**src/rtl/st_adapter_pkg.sv**
```systemverilog
// Shared types and helpers for the Avalon-ST channel adapters: FSM state
// encoding, channel-legality check and saturating increment.
package st_adapter_pkg;

  typedef enum logic [1:0] {
    ST_IDLE = 2'd0,
    ST_FWD  = 2'd1,
    ST_DROP = 2'd2
  } state_e;

  // Legal when no bit survives above the output width and the value fits CHAN_MAX.
  function automatic logic chan_legal(input logic [31:0] chan, input int out_w,
                                      input logic [31:0] chan_max);
    logic [31:0] hi;
    hi = (out_w >= 32) ? 32'd0 : (chan >> out_w);
    return (hi == 32'd0) && (chan <= chan_max);
  endfunction

  function automatic logic [31:0] sat_inc(input logic [31:0] v, input int w);
    logic [31:0] max_v;
    max_v = (w >= 32) ? '1 : ((32'd1 << w) - 32'd1);
    return (v >= max_v) ? max_v : v + 32'd1;
  endfunction

endpackage

```
**src/rtl/st_skid_buffer.sv**
```systemverilog
// Generic two-entry ready/valid register slice: an output register plus one
// skid entry; in_ready is registered and means "skid entry empty".
module st_skid_buffer #(
  parameter int W = 8
) (
  input  logic         clk,
  input  logic         reset_n,
  input  logic         in_valid,
  output logic         in_ready,
  input  logic [W-1:0] in_bus,
  output logic         out_valid,
  input  logic         out_ready,
  output logic [W-1:0] out_bus
);

  logic         r_in_ready;
  logic         r_out_valid;
  logic [W-1:0] r_out_bus;
  logic         r_skid_valid;
  logic [W-1:0] r_skid_bus;
  logic         w_in_fire;
  logic         w_out_load;

  assign w_in_fire  = in_valid & r_in_ready;
  assign w_out_load = ~r_out_valid | out_ready;

  always_ff @(posedge clk or negedge reset_n) begin
    if (!reset_n) begin
      // NOTE: the payload registers are reset as well, so every output reads 0
      // in reset and no stale beat can reappear after release.
      r_in_ready   <= 1'b0;
      r_out_valid  <= 1'b0;
      r_out_bus    <= '0;
      r_skid_valid <= 1'b0;
      r_skid_bus   <= '0;
    end else if (w_out_load) begin
      if (r_skid_valid) begin
        r_out_bus    <= r_skid_bus;
        r_out_valid  <= 1'b1;
        r_skid_valid <= 1'b0;
      end else begin
        r_out_valid <= w_in_fire;
        if (w_in_fire) r_out_bus <= in_bus;
      end
      r_in_ready <= 1'b1;
    end else if (w_in_fire) begin
      // Output is stalled: park the beat and close the input.
      r_skid_bus   <= in_bus;
      r_skid_valid <= 1'b1;
      r_in_ready   <= 1'b0;
    end
  end

  assign in_ready  = r_in_ready;
  assign out_valid = r_out_valid;
  assign out_bus   = r_out_bus;

endmodule

```
**src/rtl/st_channel_adapter_pkt.sv**
```systemverilog
// Packet-aware Avalon-ST channel adapter: validates and locks the channel per
// packet, drops illegal or misframed packets, and keeps saturating counters.
module st_channel_adapter_pkt
  import st_adapter_pkg::*;
#(
  parameter int DATA_W       = 8,
  parameter int IN_CHAN_W    = 1,
  parameter int OUT_CHAN_W   = 8,
  parameter int CHAN_MAX     = 255,
  parameter int PKT_LOCK     = 1,
  parameter int DROP_ILLEGAL = 1,
  parameter int CNT_W        = 16
) (
  input  logic                  clk,
  input  logic                  reset_n,
  output logic                  in_ready,
  input  logic                  in_valid,
  input  logic [DATA_W-1:0]     in_data,
  input  logic [IN_CHAN_W-1:0]  in_channel,
  input  logic                  in_startofpacket,
  input  logic                  in_endofpacket,
  input  logic                  out_ready,
  output logic                  out_valid,
  output logic [DATA_W-1:0]     out_data,
  output logic [OUT_CHAN_W-1:0] out_channel,
  output logic                  out_startofpacket,
  output logic                  out_endofpacket,
  output logic                  err_illegal,
  output logic                  err_proto,
  output logic [CNT_W-1:0]      pkt_count,
  output logic [CNT_W-1:0]      drop_count
);

  localparam int BUS_W = DATA_W + OUT_CHAN_W + 2;

  state_e                r_state;
  logic [OUT_CHAN_W-1:0] r_lock_chan;
  logic                  r_lock_legal;
  logic                  r_err_illegal;
  logic                  r_err_proto;
  logic [CNT_W-1:0]      r_pkt_count;
  logic [CNT_W-1:0]      r_drop_count;

  logic                  w_accept;
  logic                  w_legal;
  logic [OUT_CHAN_W-1:0] w_mapped;
  logic                  w_fwd;
  logic [OUT_CHAN_W-1:0] w_out_chan;
  state_e                w_state_nxt;
  logic                  w_err_illegal;
  logic                  w_err_proto;
  logic                  w_trunc;
  logic                  w_drop_eop;
  logic [CNT_W-1:0]      w_drop_nxt;
  logic [BUS_W-1:0]      w_out_bus;

  assign w_accept = in_valid & in_ready;
  assign w_legal  = chan_legal(32'(in_channel), OUT_CHAN_W, 32'(CHAN_MAX));
  assign w_mapped = OUT_CHAN_W'(in_channel);

  always_comb begin
    // NOTE: every signal driven here gets a default first, so no latch is inferred.
    w_fwd         = 1'b0;
    w_out_chan    = '0;
    w_state_nxt   = r_state;
    w_err_illegal = 1'b0;
    w_err_proto   = 1'b0;
    w_trunc       = 1'b0;
    w_drop_eop    = 1'b0;
    if (w_accept) begin
      if (in_startofpacket) begin
        // A SOP inside an open packet closes it and restarts as from IDLE.
        if (r_state != ST_IDLE) begin
          w_err_proto = 1'b1;
          w_trunc     = (r_state == ST_FWD);
        end
        if (w_legal) begin
          w_fwd       = 1'b1;
          w_out_chan  = w_mapped;
          w_state_nxt = in_endofpacket ? ST_IDLE : ST_FWD;
        end else begin
          w_err_illegal = 1'b1;
          if (DROP_ILLEGAL != 0) begin
            w_state_nxt = in_endofpacket ? ST_IDLE : ST_DROP;
            w_drop_eop  = in_endofpacket;
          end else begin
            w_fwd       = 1'b1;
            w_state_nxt = in_endofpacket ? ST_IDLE : ST_FWD;
          end
        end
      end else begin
        unique case (r_state)
          ST_IDLE: w_err_proto = 1'b1;
          ST_FWD: begin
            w_fwd      = 1'b1;
            w_out_chan = (PKT_LOCK != 0) ? r_lock_chan : (r_lock_legal ? w_mapped : '0);
            if (in_endofpacket) w_state_nxt = ST_IDLE;
          end
          ST_DROP: begin
            if (in_endofpacket) begin
              w_state_nxt = ST_IDLE;
              w_drop_eop  = 1'b1;
            end
          end
          default: w_state_nxt = ST_IDLE;
        endcase
      end
    end
  end

  // A truncated FWD packet and a single-beat illegal drop can land together.
  always_comb begin
    w_drop_nxt = r_drop_count;
    if (w_trunc)    w_drop_nxt = CNT_W'(sat_inc(32'(w_drop_nxt), CNT_W));
    if (w_drop_eop) w_drop_nxt = CNT_W'(sat_inc(32'(w_drop_nxt), CNT_W));
  end

  always_ff @(posedge clk or negedge reset_n) begin
    if (!reset_n) begin
      r_state       <= ST_IDLE;
      r_lock_chan   <= '0;
      r_lock_legal  <= 1'b0;
      r_err_illegal <= 1'b0;
      r_err_proto   <= 1'b0;
      r_pkt_count   <= '0;
      r_drop_count  <= '0;
    end else begin
      r_state       <= w_state_nxt;
      r_err_illegal <= w_err_illegal;
      r_err_proto   <= w_err_proto;
      r_drop_count  <= w_drop_nxt;
      if (w_accept && in_startofpacket) begin
        r_lock_chan  <= w_legal ? w_mapped : '0;
        r_lock_legal <= w_legal;
      end
      if (out_valid && out_ready && out_endofpacket)
        r_pkt_count <= CNT_W'(sat_inc(32'(r_pkt_count), CNT_W));
    end
  end

  st_skid_buffer #(.W(BUS_W)) u_skid (
    .clk       (clk),
    .reset_n   (reset_n),
    .in_valid  (w_fwd),
    .in_ready  (in_ready),
    .in_bus    ({in_data, w_out_chan, in_startofpacket, in_endofpacket}),
    .out_valid (out_valid),
    .out_ready (out_ready),
    .out_bus   (w_out_bus)
  );

  assign {out_data, out_channel, out_startofpacket, out_endofpacket} = w_out_bus;
  assign err_illegal = r_err_illegal;
  assign err_proto   = r_err_proto;
  assign pkt_count   = r_pkt_count;
  assign drop_count  = r_drop_count;

endmodule

```
**config.mk**
```make
export PLATFORM = sky130hd
export DESIGN_NAME = st_channel_adapter_pkt
export DESIGN_NICKNAME = d
export VERILOG_FILES = /design/src/rtl/st_adapter_pkg.sv /design/src/rtl/st_skid_buffer.sv /design/src/rtl/st_channel_adapter_pkt.sv
export SDC_FILE = /design/constraint.sdc
export NUM_CORES = 1
export LEC_CHECK = 0
export CAP_MARGIN = 20
export CORE_ASPECT_RATIO = 0.8
export CORE_MARGIN = 2
export CORE_UTILIZATION = 40
export DETAILED_ROUTE_END_ITERATION = 8
export PLACE_DENSITY = 0.71
export SLEW_MARGIN = 40
export SYNTH_ARGS = -nofsm -noshare
export SYNTH_HDL_FRONTEND = slang
export SYNTH_SLANG_ARGS = --single-unit
```
**constraint.sdc**
```tcl
create_clock -name clk -period 2.6 [get_ports clk]
set_input_delay 0.52 -clock clk [delete_from_list [all_inputs] [get_ports clk]]
set_output_delay 0.52 -clock clk [all_outputs]
set_load 0.1 [all_outputs]
```
After elaboration in Yosys (flattened, before gate mapping)
Index checks and enable logic that the tools add are counted.
{"block": "totals", "regBits": 75, "output_inout_bits": 54, "wordCells": 69}
{"block": "classes", "add_sub_neg": 3, "magnitude_cmp": 3, "n_eq_ne": 4, "muxes": 33, "bitwise_logic": 5, "n_reduce_logical": 11}
{"operator": "2-to-1 mux 16 bit", "count": 5}
{"operator": "adder 16 x 1 -> 16 bit, second input constant", "count": 3}
{"operator": "greater-or-equal comparator 16 bit, second input constant", "count": 3}
{"operator": "2-to-1 mux 18 bit", "count": 2}
{"operator": "2-to-1 mux 1 bit", "count": 22}
{"operator": "2-to-1 mux 8 bit", "count": 1}
{"operator": "nonzero test 2 bit", "count": 3}
{"operator": "2-to-1 mux 2 bit", "count": 2}
{"operator": "case mux 2 bit (2 select lines)", "count": 1}
{"operator": "AND reduction 2 bit", "count": 2}
{"operator": "logical AND 1 bit", "count": 3}
{"operator": "!= test 3 x 1 -> 1 bit, second input constant", "count": 1}
{"operator": "AND reduction 3 bit", "count": 1}
{"operator": "bitwise AND 1 bit", "count": 2}
{"operator": "equality test 2 x 1 -> 1 bit, second input constant", "count": 1}
{"operator": "equality test 2 bit, second input constant", "count": 1}
{"operator": "zero test 2 bit", "count": 1}
{"operator": "!= test 2 bit, second input constant", "count": 1}
{"operator": "NOT 1 bit", "count": 2}
{"operator": "OR reduction 2 bit", "count": 1}
{"operator": "OR 1 bit", "count": 1}

Longest topological paths before layout
{"block": "logic_depth", "ltp_word": 8, "depth_mapped": 7, "depth_no_buf": 6}

Modules after synthesis
Synthesis repeated with hierarchy kept, for this count alone.
{"block": "hier_totals", "cells_unflattened": 293, "hier_area_um2": 3636.0}
{"module": "st_channel_adapter_pkt", "n_inst": 1, "cells_per_inst": 187, "area_per_inst_um2": 1853.0, "seq_area_each_um2": 875.8}
{"module": "st_skid_buffer", "n_inst": 1, "cells_per_inst": 106, "area_per_inst_um2": 1783.0, "seq_area_each_um2": 975.9}

Worst setup path after synthesis
OpenSTA, ideal clock, no wires.
{"block": "synth_path", "path_type": "register -> register", "start": "register r_pkt_count[0], in the netlist pkt_count[0]", "end": "register r_pkt_count[1], in the netlist pkt_count[1]", "setup_time_ns": 0.069, "t_arrival_ns": 2.472, "setup_slack_ns": 0.059, "stages_incl_launch_ff": 7, "path_buffers": 1, "synth_period_minus_slack_ns": 2.541, "cell_sequence": "dfrtp_1 -> ha_1 -> nand4_1 -> or3_1 -> or3_1 -> buf_2 -> nand2_1"}
{"block": "synth_via", "elab_chain_len": 2, "elab_cells_between_ends": 3, "cone_classes": "add/sub: 1; order compare: 1; mux: 1"}
{"item": "start: declaration", "line": "st_channel_adapter_pkt.sv:41", "text": "logic [CNT_W-1:0] r_pkt_count;"}
{"item": "start signal: assignment", "line": "st_channel_adapter_pkt.sv:137", "text": "r_pkt_count <= CNT_W'(sat_inc(32'(r_pkt_count), CNT_W));"}
{"item": "adder 16 x 1 -> 16 bit or greater-or-equal comparator 16 bit (tied branches)", "line": "st_adapter_pkg.sv:22", "text": "return (v >= max_v) ? max_v : v + 32'd1;"}
{"item": "2-to-1 mux 16 bit (*)", "line": "st_adapter_pkg.sv:22"}
Every way passes the cells marked *; elsewhere a longest branch is shown, timed or not.
A chain may end at the register's enable or synchronous reset.

Final worst setup path
{"block": "layout_path", "start": "input port in_startofpacket", "end": "register r_drop_count[11], in the netlist drop_count[11]"}
{"block": "layout_via", "elab_chain_len": 6, "elab_cells_between_ends": 9, "cone_classes": "add/sub: 1; order compare: 1; mux: 7"}
{"item": "start: declaration", "line": "st_channel_adapter_pkt.sv:20", "text": "input logic in_startofpacket,"}
{"item": "2-to-1 mux 1 bit", "line": "st_channel_adapter_pkt.sv:71", "text": "if (in_startofpacket) begin"}
{"item": "2-to-1 mux 1 bit", "line": "st_channel_adapter_pkt.sv:70", "text": "if (w_accept) begin"}
{"item": "2-to-1 mux 16 bit", "line": "st_channel_adapter_pkt.sv:114", "text": "if (w_trunc) w_drop_nxt = CNT_W'(sat_inc(32'(w_drop_nxt), CNT_W));"}
{"item": "adder 16 x 1 -> 16 bit or greater-or-equal comparator 16 bit (tied branches)", "line": "st_adapter_pkg.sv:22"}
{"item": "2-to-1 mux 16 bit", "line": "st_adapter_pkg.sv:22"}
{"item": "2-to-1 mux 16 bit (*)", "line": "st_channel_adapter_pkt.sv:115", "text": "if (w_drop_eop) w_drop_nxt = CNT_W'(sat_inc(32'(w_drop_nxt), CNT_W));"}
{"item": "end signal: assignment", "line": "st_channel_adapter_pkt.sv:131", "text": "r_drop_count <= w_drop_nxt;"}
{"item": "end: declaration", "line": "st_channel_adapter_pkt.sv:42", "text": "logic [CNT_W-1:0] r_drop_count;"}
Marked as above.

==> results.py <==
metrics = {
    "drt": {
        "avgViaCountPerCell": 5.144,
        "dr_total_vias": 2253,
        "ant_nets": 0,
        "firstDrtPassIters": 4,
        "drtIter0Drc": 132,
        "wire_per_inst_um": 13.93,
        "drc_errors": 0,
        "finalWirelength_mm": 6.102,
    },
    "setup_path": {
        "startpoint_type": "input port",
        "crit_slowest_cell": "clkdlybuf4s50_1",
        "critical_path_buf_inv_count": 2,
        "worst-path-max-fanout": 7,
        "path_class": "in2reg",
        "crit_chain": "clkdlybuf4s50_1 -> ha_1 -> nand4_2 -> or4_1 -> buf_4 -> o21ai_0 -> nand3_1",
        "cp_top_family": "simple AND/OR/NAND/NOR gates",
        "crit_required_ns": 2.80,
        "worstSetupEndpointType": "flip-flop",
        "cpPeakStageDelay_ns": 0.60,
        "worst_ep_arrival_time_ns": 2.54,
    },
    "pwr": {
        "switching_share_pct": 44.86,
        "ir_worst_vdd_mv": 0.6220,
        "p_seq_share_pct": 33.8,
        "power_density_nw_per_um2": 1034,
        "p_int_mw": 2.120,
        "p_leak_nw": 1.755,
        "p_clk_share_pct": 26.2,
        "combPwrFrac_pct": 40.0,
        "p_sw_mw": 1.725,
        "p_total_mw": 3.845,
    },
    "sta": {
        "fin_tns_setup_ns": 0,
        "clock_skew_ns": 0.007178,
        "fmax_ghz": 0.4272,
        "fin_ws_ns": 0.2592,
        "hold_viol_final": 0,
        "rsz0062_at_grt": "no",
        "slew_violations": 0,
        "fin_crit_sh_pct": 90.03,
        "slew_headroom_pct": 57.16,
        "setup_viol": 0,
        "worstMarginPinSlew_ns": 0.6426,
        "period_minus_slack_ns": 2.341,
    },
    "global_routing": {
        "grt_usage_pct": 16.44,
        "grt_max_degree": 61,
        "gr-total-overflow": 0,
        "grt_pass1_vias": 2169,
        "grt_pass1_wl_mm": 10.34,
        "antenna_found_initial": 0,
    },
    "synthesis": {
        "yosys.area_share.adder_pct": 2.177,
        "yosysTopAreaCell": "dfrtp_1",
        "yosysTopAreaCellShare_pct": 52.24,
        "ys.flop_type": "dfrtp_1",
        "postSynth.asyncResetShare_pct": 100.0,
        "synthTopCellsByCount": "dfrtp_1 (60), nand2_1 (39), o21ai_0 (19)",
        "synthXorXnorAreaFrac_pct": 3.962,
        "synth_compound_area_share_pct": 7.706,
        "yosys-top-cells-area": "dfrtp_1 (52%), mux2_2 (6.7%), nand2_1 (5.1%)",
        "ys_seq_elements": 60,
        "synth_edf_count": 0,
        "netlist_area_sq_um": 2874,
        "syn_inst": 273,
        "synth_cell_types": 42,
        "synth_most_common_cell": "dfrtp_1",
        "synth_warnings": 0,
        "ys_seq_area_share_pct": 52.24,
        "synth_top_family_by_area": "simple AND/OR/NAND/NOR gates",
        "syn_avg_cell_area_sq_um": 10.53,
        "synth-simple-area-share_pct": 19.11,
        "synthMuxAreaShare_pct": 10.49,
    },
    "finish": {
        "diodes": 0,
        "drive_gt1_share_pct": 28.21,
        "final_util_pct": 53.69,
        "fin_area_sq_um": 3719,
        "area_growth_pct": 29.39,
        "final.fill_count": 618,
        "nets": 366,
    },
    "clocking": {
        "clock_latency_ns": 0.34,
        "cts_buffers": 9,
        "cts_hold_buf": 0,
        "cts_sinks": 60,
        "clk_pin_slew_worst_paths_ns": 0.07,
        "post_cts_buffers": 0,
        "cts_tree": "yes",
        "cts_htree_levels": 3,
        "clk_path_buf_depth": 2,
        "cts_root_buf": "clkbuf_8",
        "cts_resized": 0,
    },
    "die": {
        "initial_utilization_pct": 41.50,
        "core_area_sq_um": 6925,
        "rows": 27,
        "die_x_um": 98.77,
        "die_h_um": 79.82,
        "io_pins": 69,
        "dieArea_sq_um": 7883,
    },
    "job": {
        "max_cap_violations": 0,
    },
    "placed_design": {
        "dp.final_hpwl_mm": 4.334,
        "gp_congestion": 0.8311,
        "place_ws_ns": -0.08866,
        "place_area_sq_um": 3480,
        "portBuffers": 60,
    },
    "outcome": {
        "run_status": "finished clean",
    },
    "min_path": {
        "hold_path.class": "in2async",
    },
}
==> kinds of logic after synthesis <==
kind of cell | Yosys count
AO/OA/AOI/OAI | 37
XOR/XNOR | 13
adder cells (fa/ha/maj) | 5
buffers and inverters | 21
flip-flops | 60
multiplexers | 28
other | 1
AND/OR/NAND/NOR | 108
==> power groups by stage <==
stage / Combinational (mW) / Clock (mW) / Sequential (mW)
floorplan: 0.336 / 0 / 2.17
detailed placement: 1.55 / 0 / 1.32
global placement: 1.52 / 0 / 1.31
global route: 1.61 / 1.07 / 1.33
finish: 1.54 / 1.01 / 1.30
CTS: 1.55 / 1.03 / 1.30
==> final timing paths <==
check / startpoint / cells after the start / slack, ns / to
min: reset_n / 2 / 0.17 / drop_count[2]$_DFFE_PN0P_
max reg2reg: drop_count[4]$_DFFE_PN0P_ / 4 / 0.65 / drop_count[1]$_DFFE_PN0P_
max in group asynchronous: reset_n / 2 / 2.14 / u_skid.r_skid_bus[17]$_DFFE_PN0P_
min in group clk: u_skid.out_bus[10]$_DFFE_PN0P_ / 2 / 0.48 / u_skid.out_bus[10]$_DFFE_PN0P_
min reg2reg: u_skid.out_bus[10]$_DFFE_PN0P_ / 2 / 0.48 / u_skid.out_bus[10]$_DFFE_PN0P_
max: in_startofpacket / 7 / 0.26 / drop_count[11]$_DFFE_PN0P_
==> state kept, by name (all words and copies together) (netlist names) <==
name and flops:
pkt_count 16, r_state 1, err_proto 1, u_skid.out_bus 11, u_skid.r_skid_valid 1, u_skid.out_valid 1
u_skid.r_skid_bus 11, drop_count 16, r_lock_chan 1, u_skid.in_ready 1
==> layout by cell type, fill, tap and decap left out, drive strengths merged, types with 2 or more instances in the layout <==
| cell type | n |
|---|---|
| xnor2 | 8 |
| bufinv | 3 |
| nor2 | 11 |
| clkinvlp | 2 |
| nor3 | 6 |
| nand2 | 39 |
| inv | 6 |
| or4 | 2 |
| and3 | 5 |
| nor2b | 2 |
| clkinv | 2 |
| clkdlybuf4s50 | 13 |
| o21a | 3 |
| ha | 5 |
| buf | 57 |
| mux2 | 17 |
| mux2i | 11 |
| a21oi | 4 |
| and4 | 3 |
| nand4 | 8 |
| a31oi | 5 |
| xor2 | 5 |
| dfrtp | 60 |
| nand3 | 17 |
| or3 | 6 |
| o21ai | 20 |
| nor4 | 4 |
| conb | 8 |
| clkbuf | 9 |
| a41oi | 2 |
==> final cells by class <==
class / count / area, sq um / share of cell area [%]
clock buffers: 9 / 123.9 / 3.331
clock inverters: 7 / 115.1 / 3.096
inverters: 6 / 22.52 / 0.6057
multi-input cells: 199 / 1279 / 34.39
flip-flops and latches: 60 / 1501 / 40.38
well taps: 87 / 108.9 / 2.927
repair buffers: 70 / 568.0 / 15.28
==> stage by stage <==
step / std cells / hold slack [ns]
3_3_place_gp: 422 / 0.4715
4_1_cts: 438 / 0.1856
6_report: 438 / 0.1747
3_5_place_dp: 422 / 0.4753
5_1_grt: 438 / 0.2039
2_1_floorplan: 280 / 0.2244
==> layer usage <==
| layer | share of wire (%) | wire length (um) | track usage (%) | up-vias |
|---|---|---|---|---|
| met5 | 0 | 0 | 0 | - |
| met4 | 0.79 | 48 | 4.521 | 0 |
| met3 | 4.6 | 280 | 5.079 | 6 |
| met2 | 48 | 2952 | 26.01 | 50 |
| met1 | 46 | 2820 | 21.95 | 1094 |
| li1 | - | - | - | 1103 |
Note: power is estimated with default switching activity, not from simulation.
